### src/rtl/s_term_loopback_bist.sv
// rtl/s_term_loopback_bist.sv - south terminal loopback tile with PRBS self-test
// Optional first-error capture ports are enabled by defining S_TERM_FIRST_ERR_EN.

module s_term_loopback_bist #(
  parameter int unsigned WORDS = 256,
  parameter logic [51:0] SEED  = 52'h0_0000_0000_0001
) (
  input  logic        UserCLK,
  input  logic        RESET,
  input  logic [3:0]  S1END,
  input  logic [7:0]  S2MID,
  input  logic [7:0]  S2END,
  input  logic [15:0] SS4END,
  input  logic [15:0] S4END,
  output logic [3:0]  N1BEG,
  output logic [7:0]  N2BEG,
  output logic [7:0]  N2BEGb,
  output logic [15:0] NN4BEG,
  output logic [15:0] N4BEG,
  input  logic        TEST_EN,
  input  logic        TEST_START,
  input  logic [2:0]  TEST_LAT,
  output logic        TEST_BUSY,
  output logic        TEST_DONE,
  output logic        TEST_PASS,
  output logic [15:0] ERR_COUNT
`ifdef S_TERM_FIRST_ERR_EN
  ,
  output logic [15:0] FIRST_ERR_IDX,
  output logic [51:0] FIRST_ERR_SYN
`endif
);

  typedef enum logic [1:0] {ST_IDLE, ST_LAUNCH, ST_DRAIN, ST_DONE} state_t;

  localparam logic [15:0] LP_LAST = 16'(WORDS - 1);

  state_t      r_state, w_next;
  logic [51:0] r_tx, r_rx;
  logic [51:0] r_exp [8];
  logic [7:0]  r_vld;
  logic [15:0] r_cnt, r_err;
  logic [2:0]  r_lat;
  logic        r_pass;

  logic [51:0] w_rx, w_lb;
  logic [15:0] w_err_nxt;
  logic        w_busy, w_start, w_abort, w_cmp, w_hit;

  function automatic logic [51:0] f_lfsr(input logic [51:0] s);
    return {s[50:0], s[51] ^ s[48]};
  endfunction

  assign w_rx      = {S1END, S2MID, S2END, SS4END, S4END};
  assign w_busy    = (r_state == ST_LAUNCH) || (r_state == ST_DRAIN);
  assign w_start   = (r_state == ST_IDLE) && TEST_EN && TEST_START;
  assign w_abort   = w_busy && !TEST_EN;
  assign w_cmp     = w_busy && TEST_EN && r_vld[r_lat];
  assign w_hit     = w_cmp && (r_rx != r_exp[r_lat]);
  assign w_err_nxt = (w_hit && (r_err != 16'hFFFF)) ? r_err + 16'd1 : r_err;

  // Turnaround reverses bit order within each wire group.
  for (genvar i = 0; i < 4; i++) begin : g_n1
    assign w_lb[48+i] = S1END[3-i];
  end
  for (genvar i = 0; i < 8; i++) begin : g_n2
    assign w_lb[40+i] = S2MID[7-i];
    assign w_lb[32+i] = S2END[7-i];
  end
  for (genvar i = 0; i < 16; i++) begin : g_n4
    assign w_lb[16+i] = SS4END[15-i];
    assign w_lb[i]    = S4END[15-i];
  end

  assign {N1BEG, N2BEG, N2BEGb, NN4BEG, N4BEG} = TEST_EN ? r_tx : w_lb;

  always_ff @(posedge UserCLK) begin
    if (RESET) r_state <= ST_IDLE;
    else       r_state <= w_next;
  end

  always_comb begin
    w_next = r_state;
    case (r_state)
      ST_IDLE:   if (w_start) w_next = ST_LAUNCH;
      ST_LAUNCH: if (!TEST_EN) w_next = ST_IDLE;
                 else if (r_cnt == LP_LAST) w_next = ST_DRAIN;
      ST_DRAIN:  if (!TEST_EN) w_next = ST_IDLE;
                 else if (r_cnt[2:0] == r_lat) w_next = ST_DONE;
      ST_DONE:   w_next = ST_IDLE;
      default:   w_next = ST_IDLE;
    endcase
  end

  always_ff @(posedge UserCLK) begin
    if (RESET) begin
      r_tx   <= '0;
      r_rx   <= '0;
      r_vld  <= '0;
      r_cnt  <= '0;
      r_err  <= '0;
      r_lat  <= '0;
      r_pass <= 1'b0;
    end else begin
      r_rx <= w_rx;
      if (w_start) begin
        r_tx  <= SEED;
        r_cnt <= '0;
        r_lat <= TEST_LAT;
        r_err <= '0;
        r_vld <= '0;
      end else begin
        r_err <= w_err_nxt;
        if (w_abort)      r_vld <= '0;
        else if (TEST_EN) r_vld <= {r_vld[6:0], r_state == ST_LAUNCH};
        if (r_state == ST_LAUNCH && w_next == ST_LAUNCH) begin
          r_tx  <= f_lfsr(r_tx);
          r_cnt <= r_cnt + 16'd1;
        end else if (r_state == ST_DRAIN && w_next == ST_DRAIN) begin
          r_tx  <= '0;
          r_cnt <= r_cnt + 16'd1;
        end else begin
          r_tx  <= '0;
          r_cnt <= '0;
        end
        // Verdict uses the count including the final compare on this edge.
        if (r_state == ST_DRAIN && w_next == ST_DONE) r_pass <= (w_err_nxt == 16'd0);
      end
    end
  end

  always_ff @(posedge UserCLK) begin
    if (TEST_EN) begin
      r_exp[0] <= r_tx;
      for (int i = 1; i < 8; i++) r_exp[i] <= r_exp[i-1];
    end
  end

  assign TEST_BUSY = w_busy;
  assign TEST_DONE = (r_state == ST_DONE);
  assign TEST_PASS = r_pass;
  assign ERR_COUNT = r_err;

`ifdef S_TERM_FIRST_ERR_EN
  logic [15:0] r_cmp_idx, r_fidx;
  logic [51:0] r_fsyn;

  // Words are compared in launch order, so a compare counter gives the word index.
  always_ff @(posedge UserCLK) begin
    if (RESET || w_start) begin
      r_cmp_idx <= '0;
      r_fidx    <= 16'hFFFF;
      r_fsyn    <= '0;
    end else begin
      if (w_cmp) r_cmp_idx <= r_cmp_idx + 16'd1;
      if (w_hit && r_fidx == 16'hFFFF) begin
        r_fidx <= r_cmp_idx;
        r_fsyn <= r_rx ^ r_exp[r_lat];
      end
    end
  end

  assign FIRST_ERR_IDX = r_fidx;
  assign FIRST_ERR_SYN = r_fsyn;
`endif

endmodule
### config.mk
export PLATFORM = sky130hd
export DESIGN_NAME = s_term_loopback_bist
export DESIGN_NICKNAME = d
export VERILOG_FILES = /design/src/rtl/s_term_loopback_bist.sv
export SDC_FILE = /design/constraint.sdc
export NUM_CORES = 1
export LEC_CHECK = 0
export ABC_AREA = 1
export BUFFER_PORTS_ARGS = -buffer_cell sky130_fd_sc_hd__buf_2
export CAP_MARGIN = 20
export CORE_MARGIN = 1.5
export CORE_UTILIZATION = 48
export CTS_CLUSTER_DIAMETER = 150
export CTS_CLUSTER_SIZE = 20
export DETAILED_ROUTE_END_ITERATION = 8
export HOLD_SLACK_MARGIN = 0.08
export PLACE_DENSITY = 0.75
export SLEW_MARGIN = 10
export SYNTH_ARGS = -nofsm -noshare
export SYNTH_HDL_FRONTEND = slang
export SYNTH_SLANG_ARGS = --single-unit
### constraint.sdc
create_clock -name UserCLK -period 4.8 [get_ports UserCLK]
set_input_delay 0.72 -clock UserCLK [delete_from_list [all_inputs] [get_ports UserCLK]]
set_output_delay 0.72 -clock UserCLK [all_outputs]
set_load 0.03 [all_outputs]
==> flow_metrics.env <==
export IMPL_path_max_fanout=96
export IMPL_netlist_area_um2=23800
export IMPL_seqPwrFrac_pct=54.4
export IMPL_synthArstFlopShare_pct=0
export IMPL_finalClockSkew_ns=0.0181
export IMPL_slew_viol_final=0
export IMPL_power_mw=10.4
export IMPL_run_status="completed"
export IMPL_min_delay_start="S1END[3]"
export IMPL_pre_cts_ws_ns=0.981
export IMPL_grt_util_all_layers_pct=21.6
export IMPL_sw_frac_of_total_pct=27.9
export IMPL_postCtsResizedCells=0
export IMPL_placed_cells=3176
export IMPL_num_vias=16768
export IMPL_final_cells=3238
export IMPL_worst_setup_path_start_kind="register"
export IMPL_ir_worst_vdd_mv=0.243
export IMPL_synth_edf_count=416
export IMPL_drc=0
export IMPL_hold_violations=0
export IMPL_synth_warnings=0
export IMPL_grt_pass1_vias=15954
export IMPL_fin_crit_sh_pct=79.0
export IMPL_fp_row_count=81
export IMPL_postCtsHoldBufs=0
export IMPL_cts_sinks=569
export IMPL_cp_top_family="simple AND/OR/NAND/NOR gates"
export IMPL_syn_inst=2477
export IMPL_power_internal_mw=7.46
export IMPL_dieHeight_um=226
export IMPL_grt_pass1_wl_mm=86.5
export IMPL_drive_gt1_share_pct=7.61
export IMPL_fin_ws_ns=1.01
export IMPL_clk_latency_ns=0.55
export IMPL_yosysSeqAreaShare_pct=65.3
export IMPL_rsz0062_at_grt="false"
export IMPL_antenna_found_initial=0
export IMPL_fmax_mhz=264
export IMPL_path_cells="buf_4 -> nand2_1 -> nand3_1 -> nand3_1 -> nand3_1 -> nand2_1 -> nand3b_1 -> nor2_1 -> nand2_1 -> nor2_2 -> nand2_2 -> nand3_2 -> nand2_1 -> o21ai_1 -> nand3_1 -> nor2_1 -> nand3_1 -> a21oi_1"
export IMPL_drt_iter0_markers=1684
export IMPL_syn_nets=2543
export IMPL_routedWlPerCell_um=17.0
export IMPL_start_util_pct=48.7
export IMPL_path_clk_slew_ns=0.09
export IMPL_syn2layout_area_growth_pct=9.06
export IMPL_pwr_share_clk_pct=29.2
export IMPL_dieArea_um2=51000
export IMPL_nets=2614
export IMPL_p_leak_nw=10.7
export IMPL_worst_slew_pin_slew_ns=1.08
export IMPL_syn_avg_cell_area_um2=9.62
export IMPL_synth_seq_cells=569
export IMPL_tns_ns=0
export IMPL_worst_setup_path_type="reg -> reg"
export IMPL_maxCapViolations=0
export IMPL_required_ns=5.28
export IMPL_synth_cell_types=35
export IMPL_yosys_area_top_type="edfxtp_1"
export IMPL_insertedDiodeCount=0
export IMPL_critPathMaxStageDelay_ns=0.81
export IMPL_cts_max_path_buffers=3
export IMPL_hold_ws_ns=0.383
export IMPL_synth_common_cells="nand2_1 (717), edfxtp_1 (416), inv_1 (306)"
export IMPL_synthTopCellsByArea="edfxtp_1 (52%), dfxtp_1 (13%), nand2_1 (11%)"
export IMPL_n_fill_cell=4211
export IMPL_fin_crit_ns=3.79
export IMPL_port_buffers=129
export IMPL_cts_tree="yes"
export IMPL_hpwl_mm=34.5
export IMPL_worstSetupEndpointType="register"
export IMPL_globalplace_congestion=0.858
export IMPL_synthFlopType="edfxtp_1"
export IMPL_hold_class="in -> reg"
export IMPL_yosysMostFrequentCell="nand2_1"
export IMPL_gr_total_overflow=0
export IMPL_cp_buffers_inverters=1
export IMPL_p_sw_mw=2.89
export IMPL_wl_mm=55.0
export IMPL_fp_coreArea_um2=49000
export IMPL_powerDensity_nw_per_um2=398
export IMPL_firstDrtPassIters=5
export IMPL_die_w_um=226
export IMPL_cts_setup_buffers=0
export IMPL_numCtsBuffers=34
export IMPL_comb_power_share_pct=16.4
export IMPL_cts_root_buf="clkbuf_16"
export IMPL_vias_per_cell=5.18
export IMPL_synth_top_area_share_pct=52.4
export IMPL_antenna_left=0
export IMPL_grt_max_degree=210
export IMPL_ios=130
export IMPL_setup_viol=0
export IMPL_cp_arrival_ns=4.27
export IMPL_cts_htree_levels=2
export IMPL_slowest_stage="buf_4"
export IMPL_slew_limit_headroom_pct=28.0
export IMPL_cpMostUsedCell="nand3_1"
## kinds of logic after synthesis
| logic type | Yosys count | share of synthesized area (%) |
|---|---|---|
| XOR/XNOR | 26 | 0.955 |
| buffers and inverters | 422 | 7.40 |
| AO/OA/AOI/OAI | 133 | 2.89 |
| adder cells (fa/ha/maj) | 7 | 0.367 |
| AND/OR/NAND/NOR | 1320 | 23.1 |
| flip-flops | 569 | 65.3 |
## area by class of cell
type / count / area (um^2) / share of cell area (%)
clock buffers: 61 / 1020 / 3.91
clock inverters: 1 / 16.3 / 0.0626
inverters: 310 / 1170 / 4.50
multi-input cells: 1486 / 6520 / 25.1
flip-flops and latches: 569 / 15600 / 59.9
well taps: 664 / 831 / 3.20
repair buffers: 147 / 878 / 3.38
## power by group through the flow
stage               Combinational [mW]  Sequential, mW  Clock (mW)
finish                            1.69            5.64        3.02
detailed placement                1.69            5.75           0
floorplan                         1.21            5.70           0
global placement                  1.65            5.73           0
global route                      1.89            5.66        3.24
CTS                               1.70            5.63        3.07
## worst register-to-register path, delay by kind of cell, from the launching register on
family          cells  cell delay, ns
simple gates       15            2.26
compound gates      2            0.22
buf+inv             1            0.81
flops               1            0.40
## sequential cells by signal, summed over array words and instances, names as in the netlist, named ones only
signal and cells:
r_exp 416, r_rx 52, r_tx 52, ERR_COUNT 16
r_cnt 16, r_vld 8, r_lat 3, r_state 2
TEST_PASS 1
## cells in the final DEF (no fill, tap or decap), types with 2 or more instances in the layout
| master | Yosys | final |
|---|---|---|
| a21oi_1 | 26 | 26 |
| inv_1 | 306 | 306 |
| o211ai_1 | 2 | 2 |
| nor3_1 | 7 | 7 |
| o21ai_1 | 5 | 5 |
| buf_12 | 0 | 7 |
| clkbuf_1 | 40 | 24 |
| dfxtp_1 | 153 | 150 |
| xnor2_1 | 7 | 7 |
| clkbuf_16 | 0 | 37 |
| buf_2 | 36 | 128 |
| nor3b_1 | 3 | 3 |
| nor4_1 | 5 | 5 |
| edfxtp_1 | 416 | 416 |
| nand3b_1 | 31 | 31 |
| nand3_1 | 276 | 276 |
| dfxtp_4 | 0 | 2 |
| xor2_1 | 19 | 19 |
| nor2_1 | 258 | 258 |
| o21a_1 | 2 | 2 |
| ha_1 | 7 | 7 |
| buf_4 | 26 | 11 |
| nand2_1 | 717 | 716 |
| nand4_1 | 18 | 18 |
| a31oi_1 | 3 | 3 |
| o21ai_0 | 92 | 92 |
| nand2_2 | 1 | 2 |
## routing by layer
layer | global-route usage (%) | share of wire [%]
met1 | 30.3 | 43
met2 | 35.3 | 48
met3 | 3.01 | 7.0
met4 | 6.04 | 2.2
met5 | 0 | 0
## path summary, 6_finish.rpt
kind	end	slack (ns)	cells after the start
hold reg to reg	r_exp[2][31]	0.44	0
setup reg to reg	TEST_PASS	1.01	18
setup / recovery	TEST_PASS	1.01	18
hold / removal	r_rx[51]	0.38	3
## through the flow
stage                     utilization (%)  instance area, um^2
after global routing                 53.1                26000
final                                53.1                26000
after global placement               51.0                25000
after detailed placement             51.0                25000
after CTS                            53.1                26000
after floorplan                         -                23800
Power figures use the tool's default switching activity.
